**src/rtl/fetch_stage_pkg.sv**
```systemverilog
// Shared definitions for the instruction-fetch stage: widths, reset vector,
// the canonical nop and the fetch FSM state encoding.
package fetch_stage_pkg;

  localparam int unsigned XLEN      = 32;
  localparam logic [31:0] RESET_PC  = 32'hBFC0_0000;
  localparam logic [31:0] NOP_INSTR = 32'h0000_0013;

  typedef enum logic [1:0] {
    ST_REQ  = 2'd0,
    ST_WAIT = 2'd1,
    ST_HOLD = 2'd2,
    ST_DROP = 2'd3
  } fetch_state_t;

endpackage

```
**src/rtl/fetch_stage_pc_reg.sv**
```systemverilog
// Fetch PC register: async reset to the boot vector, redirect load with word
// alignment, and an enable for sequential advance.
module pc_reg
  import fetch_stage_pkg::*;
#(
  parameter int unsigned     XLEN     = fetch_stage_pkg::XLEN,
  parameter logic [XLEN-1:0] RESET_PC = fetch_stage_pkg::RESET_PC
) (
  input  logic            clk,
  input  logic            rst,
  input  logic            i_load,
  input  logic [XLEN-1:0] i_target,
  input  logic            i_en,
  input  logic [XLEN-1:0] i_next,
  output logic [XLEN-1:0] o_pc
);

  logic [XLEN-1:0] r_pc;

  // A redirect outranks sequential advance; the low two target bits are dropped.
  always_ff @(posedge clk or posedge rst) begin
    if (rst) begin
      r_pc <= RESET_PC;
    end else if (i_load) begin
      r_pc <= i_target & ~(XLEN'(3));
    end else if (i_en) begin
      r_pc <= i_next;
    end
  end

  assign o_pc = r_pc;

endmodule

```
**src/rtl/fetch_stage.sv**
```systemverilog
// Instruction-fetch stage: one outstanding imem read at a time, redirect
// handling with stale-response dropping, and a valid/ready hand-off to decode.
module fetch_stage
  import fetch_stage_pkg::*;
#(
  parameter int unsigned     XLEN     = fetch_stage_pkg::XLEN,
  parameter logic [XLEN-1:0] RESET_PC = fetch_stage_pkg::RESET_PC
) (
  input  logic            clk,
  input  logic            rst,
  input  logic            PCSrc,
  input  logic [XLEN-1:0] PCTarget,
  input  logic            id_ready,
  output logic            imem_req,
  output logic [XLEN-1:0] imem_addr,
  input  logic            imem_gnt,
  input  logic            imem_rvalid,
  input  logic [31:0]     imem_rdata,
  output logic            instr_valid,
  output logic [31:0]     Instr,
  output logic [XLEN-1:0] PC,
  output logic [XLEN-1:0] PCPlus4
);

  fetch_state_t    r_state;
  logic            r_instrValid;
  logic [31:0]     r_instr;
  logic [XLEN-1:0] r_pc;
  logic [XLEN-1:0] r_pcInflight;

  logic [XLEN-1:0] w_fetchPc;
  logic [XLEN-1:0] w_nextPc;
  logic            w_issue;
  logic            w_rsp;

  assign w_issue  = (r_state == ST_REQ) && imem_gnt;
  assign w_rsp    = (r_state == ST_WAIT) && imem_rvalid;
  assign w_nextPc = r_pcInflight + XLEN'(4);

  pc_reg #(
    .XLEN     (XLEN),
    .RESET_PC (RESET_PC)
  ) u_pc_reg (
    .clk      (clk),
    .rst      (rst),
    .i_load   (PCSrc),
    .i_target (PCTarget),
    .i_en     (w_rsp),
    .i_next   (w_nextPc),
    .o_pc     (w_fetchPc)
  );

  // The reset term keeps the request quiet while the FSM sits in its REQ reset state.
  assign imem_req    = (r_state == ST_REQ) && !rst;
  assign imem_addr   = w_fetchPc;
  assign instr_valid = r_instrValid;
  assign Instr       = r_instr;
  assign PC          = r_pc;
  assign PCPlus4     = r_pc + XLEN'(4);

  // A redirect flushes the presented instruction and decides whether a stale
  // response is still owed; otherwise responses go straight back to REQ when
  // decode is ready, so a fetch overlaps the hand-off of the previous one.
  always_ff @(posedge clk or posedge rst) begin
    if (rst) begin
      r_state      <= ST_REQ;
      r_instrValid <= 1'b0;
      r_instr      <= NOP_INSTR;
      r_pc         <= RESET_PC;
      r_pcInflight <= RESET_PC;
    end else begin
      if (w_issue) begin
        r_pcInflight <= w_fetchPc;
      end
      if (PCSrc) begin
        r_instrValid <= 1'b0;
        case (r_state)
          ST_REQ:  r_state <= imem_gnt ? ST_DROP : ST_REQ;
          ST_WAIT: r_state <= imem_rvalid ? ST_REQ : ST_DROP;
          ST_HOLD: r_state <= ST_REQ;
          default: r_state <= imem_rvalid ? ST_REQ : ST_DROP;
        endcase
      end else begin
        case (r_state)
          ST_REQ: begin
            if (r_instrValid && id_ready) begin
              r_instrValid <= 1'b0;
            end
            if (imem_gnt) begin
              r_state <= ST_WAIT;
            end
          end
          ST_WAIT: begin
            if (r_instrValid && id_ready) begin
              r_instrValid <= 1'b0;
            end
            if (imem_rvalid) begin
              r_instr      <= imem_rdata;
              r_pc         <= r_pcInflight;
              r_instrValid <= 1'b1;
              r_state      <= id_ready ? ST_REQ : ST_HOLD;
            end
          end
          ST_HOLD: begin
            if (id_ready) begin
              r_instrValid <= 1'b0;
              r_state      <= ST_REQ;
            end
          end
          default: begin
            if (imem_rvalid) begin
              r_state <= ST_REQ;
            end
          end
        endcase
      end
    end
  end

endmodule
```
**config.mk**
```make
export PLATFORM = sky130hd
export DESIGN_NAME = fetch_stage
export DESIGN_NICKNAME = d
export VERILOG_FILES = /design/src/rtl/fetch_stage_pkg.sv /design/src/rtl/fetch_stage_pc_reg.sv /design/src/rtl/fetch_stage.sv
export SDC_FILE = /design/constraint.sdc
export NUM_CORES = 1
export LEC_CHECK = 0
export ABC_AREA = 1
export BUFFER_PORTS_ARGS = -buffer_cell sky130_fd_sc_hd__buf_2
export CAP_MARGIN = 0
export CORE_ASPECT_RATIO = 0.9
export CORE_MARGIN = 10
export CORE_UTILIZATION = 35
export DETAILED_ROUTE_END_ITERATION = 6
export PLACE_DENSITY = 0.63
export SLEW_MARGIN = 20
export SYNTH_ARGS = -nofsm -noshare
export SYNTH_HDL_FRONTEND = slang
export SYNTH_SLANG_ARGS = --single-unit
export TNS_END_PERCENT = 50
```
**constraint.sdc**
```tcl
create_clock -name clk -period 4.15 [get_ports clk]
set_input_delay 0.83 -clock clk [delete_from_list [all_inputs] [get_ports clk]]
set_output_delay 0.83 -clock clk [all_outputs]
set_load 0.05 [all_outputs]
```
==> PnR_summary.wiki <==
{| class="wikitable"
! Metric !! Value
|-
| Outcome || finished clean
|-
| Part of the total power dissipated in combinational logic || 48.9%
|-
| Cell Int Power || 0.00368 W
|-
| Syn. warnings || 0
|-
| Library cell used as clock root buffer || clkbuf_16
|-
| Post-CTS clock slew at the launch and capture registers of the worst setup and hold paths || 0.06 ns
|-
| Mux cell area share after synthesis || 0.163%
|-
| Vias per inst || 4.83
|-
| Delay of the slowest critical-path stage || 0.44 ns
|-
| Type of destination of the critical path || output pin
|-
| Req. time, crit path || 3.32 ns
|-
| DRC marker count from the first detailed-route iteration || 511
|-
| Mean instance size in the synthesized netlist || 7.49 um^2
|-
| Final WL || 22800 um
|-
| Drc violations || 0
|-
| Max Fclk || 326 MHz
|-
| Switching power as a share of total power || 53.3%
|-
| Chip width || 168 um
|-
| Floorplan die area || 25800 um^2
|-
| Number of enable-type register cells in the synthesized netlist || 0
|-
| Final setup skew || 0.0102 ns
|-
| Highest-count cells in the layout ignoring fill and taps || nand2_1 (339), buf_2 (197), dfrtp_1 (101)
|-
| Drt first pass iters || 6
|-
| Residual antenna-violating net count after detailed routing || 0
|-
| Number of clock buffers inserted by TritonCTS || 17
|-
| Antenna violations before repair || 0
|-
| Detailed-route via count || 6640
|-
| Number of violations of the max-capacitance limit || 0
|-
| Top-Level Pins || 200
|-
| Cell leakage power || 4.41 nW
|-
| Share of synthesized area occupied by flip-flops and latches || 48.0%
|-
| Final clock period utilization by the worst path || 74.0%
|-
| Worst min path class || reg -> reg
|-
| Unrepaired setup endpoints after global routing || no
|-
| Post-CTS repair timing setup buffer count || 0
|-
| Kind of start point of the critical path || flip-flop
|-
| Total congestion overflow after global routing || 0
|-
| Tightest slew margin relative to the limit || 37.7%
|-
| XOR/XNOR Fraction of Synth Area || 2.79%
|-
| Average detailed-routed wire length per instance || 16.6 um
|-
| Yosys top cell area share || 36.6%
|-
| Cell Area, Synth || 6900 um^2
|-
| Placeable core area || 19300 um^2
|-
| Slowest CP cell || dfrtp_1
|-
| Number of nets at the end of the flow || 1188
|-
| PostCTS Resize Cnt || 0
|-
| Wire length of the first global-routing pass || 36200 um
|-
| Peak supply drop || 0.373 mV
|-
| Critical path buffers and inverters || 1
|-
| Cells after synthesis || 922
|-
| Critical path data arrival time || 2.24 ns
|-
| Count of different cell masters after synthesis || 40
|-
| Die H || 153 um
|-
| Post-synth top area cell || dfrtp_1
|-
| Number of antenna cells inserted || 0
|-
| Main combinational cell family by area after synthesis || simple AND/OR/NAND/NOR gates
|-
| Pin count of the biggest net entering global routing || 89
|-
| Fillcell total || 1995
|-
| Routability cong. || 0.901
|-
| CTS tree || done
|-
| Power spent charging and discharging nets || 0.00419 W
|-
| Final setup violation count || 0
|-
| Initial cell density of the core || 35.8%
|-
| Adder-Cell Fraction of Synth Area || 0.906%
|-
| Share of the synthesized area in compound gates (AO/OA/AOI/OAI) || 9.22%
|-
| Worst-path fanout max || 5
|-
| Time the worst path needs with I/O delays and setup || 3.07 ns
|-
| Clock share of power || 20.0%
|-
| H-tree level count || 4
|-
| HPWL Detailed || 17300 um
|-
| Number of rows created at floorplan || 48
|-
| Count of hold buffers inserted by post-cts repair || 0
|-
| Number of synthesized register bits || 131
|-
| Async S/R FF share, synth || 100%
|-
| Vias in the first global route || 6551
|-
| Worst-path cell chain || ha_1 > nand2_1 > nor3_2 > nand3_1 > nor2_4 > nand4_1 > nand2_1 > buf_2
|-
| Cell repeated most along the worst path || nand2_1
|-
| Number of buffers on the longest clock path || 2
|-
| Final Max Tran Viols || 0
|-
| Simple logic cell fraction of the synthesized area || 31.6%
|-
| Ratio of cells with drive above 1 in the final layout || 26.2%
|-
| Setup TNS Final || 0 ns
|-
| Total of buffers placed on input and output ports || 197
|-
| Delay-heaviest family, CP || simple AND/OR/NAND/NOR gates
|-
| Synth-to-layout area growth || 26.6%
|-
| Pwr/cell area || 900 nW/um^2
|-
| Core utilization of the finished layout || 45.3%
|-
| Top post-synthesis cells by area || dfrtp_1 (37%), nand2_1 (18%), dfstp_2 (11%)
|-
| Hold Vio Cnt, Final || 0
|-
| Synthesized net count || 997
|-
| Category of the critical setup timing path || reg -> out
|-
| Number of clock sinks seen by CTS || 131
|-
| GRT Util Overall || 17.3%
|-
| Sequential share of power || 31.1%
|-
| Worst skew pair latency || 0.42 ns
|-
| Worst-Margin Slew || 0.935 ns
|-
| Top FF cell, synth || dfrtp_1
|-
| Most common cell after layout, fill and taps aside || nand2_1
|}
synth_stat cells, types with 10 or more instances:
cell type and instances:
nand2_1 339, nand4_1 12, xor2_1 20, inv_1 91
dfstp_2 30, buf_2 10, clkbuf_1 18, a21oi_1 18
nand3_1 44, nor3_1 12, o21ai_0 69, nor2_1 84
dfrtp_1 101
final timing paths:
| kind | end | slack (ns) | depth (start not counted) | from |
|---|---|---|---|---|
| worst max-delay path | PCPlus4[26] | 1.08 | 8 | PC[3] |
| worst min-delay path | Instr[4] | 0.46 | 2 | Instr[4] |
| worst max register to register | u_pc_reg.o_pc[7] | 1.78 | 7 | r_state[1] |
| worst min register to register | Instr[4] | 0.46 | 2 | Instr[4] |
| max in group asynchronous | PC[24] | 2.64 | 3 | rst |
| min in group asynchronous | r_pcInflight[16] | 0.59 | 2 | rst |
per-stage QoR:
step / setup slack (ns) / power (W) / area [um^2] / std cells / hold WS, ns
4_1_cts: 1.04 / 0.00794 / 8740 / 1376 / 0.464
2_1_floorplan: 0.973 / 0.00528 / 6910 / 922 / 0.453
3_3_place_gp: 1.50 / 0.00629 / 8120 / 1344 / 0.449
6_report: 1.08 / 0.00787 / 8740 / 1376 / 0.460
5_1_grt: 0.895 / 0.00835 / 8740 / 1376 / 0.488
3_5_place_dp: 1.50 / 0.00634 / 8120 / 1344 / 0.453
final cells by class:
| type | instances | area [um^2] | area share [%] |
|---|---|---|---|
| Sequential cell | 131 | 3320 | 37.9 |
| Multi-Input combinational cell | 665 | 3090 | 35.3 |
| Timing Repair Buffer | 204 | 1050 | 12.0 |
| Clock buffer | 18 | 439 | 5.03 |
| Inverter | 94 | 357 | 4.08 |
| Tap cell | 250 | 313 | 3.58 |
| Clock inverter | 14 | 176 | 2.02 |
layer usage:
metal / track usage (%) / part of all wire [%]
met1: 23.3 / 46
met2: 26.1 / 44
met3: 5.87 / 8.7
met4: 4.23 / 1.3
met5: 0 / 0
tightest hold or removal path: cells and delay by family, from the launching register on:
| family | cells | cell delay (ns) |
|---|---|---|
| flip-flops | 1 | 0.37 |
| AND/OR/NAND/NOR | 2 | 0.09 |
state kept, by name, summed over array words and instances (netlist names):
name / flops
u_pc_reg.o_pc: 32
PC: 32
instr_valid: 1
r_pcInflight: 32
r_state: 2
Instr: 32
kinds of logic (layout without fill, tap and decap cells):
group	after synthesis	count (layout)
fa+ha+maj	5	5
flops	131	131
buf+inv	126	330
mux	1	1
compound gates	116	116
simple gates	521	521
xor+xnor	22	22
power groups by stage:
stage	logic, W	registers, W	clock network, W
3_5_place_dp	0.00389	0.00245	0
3_3_place_gp	0.00385	0.00244	0
2_1_floorplan	0.00163	0.00364	0
4_1_cts	0.00390	0.00244	0.00160
5_1_grt	0.00415	0.00253	0.00167
6_report	0.00385	0.00245	0.00157
Power figures use the tool's default switching activity.
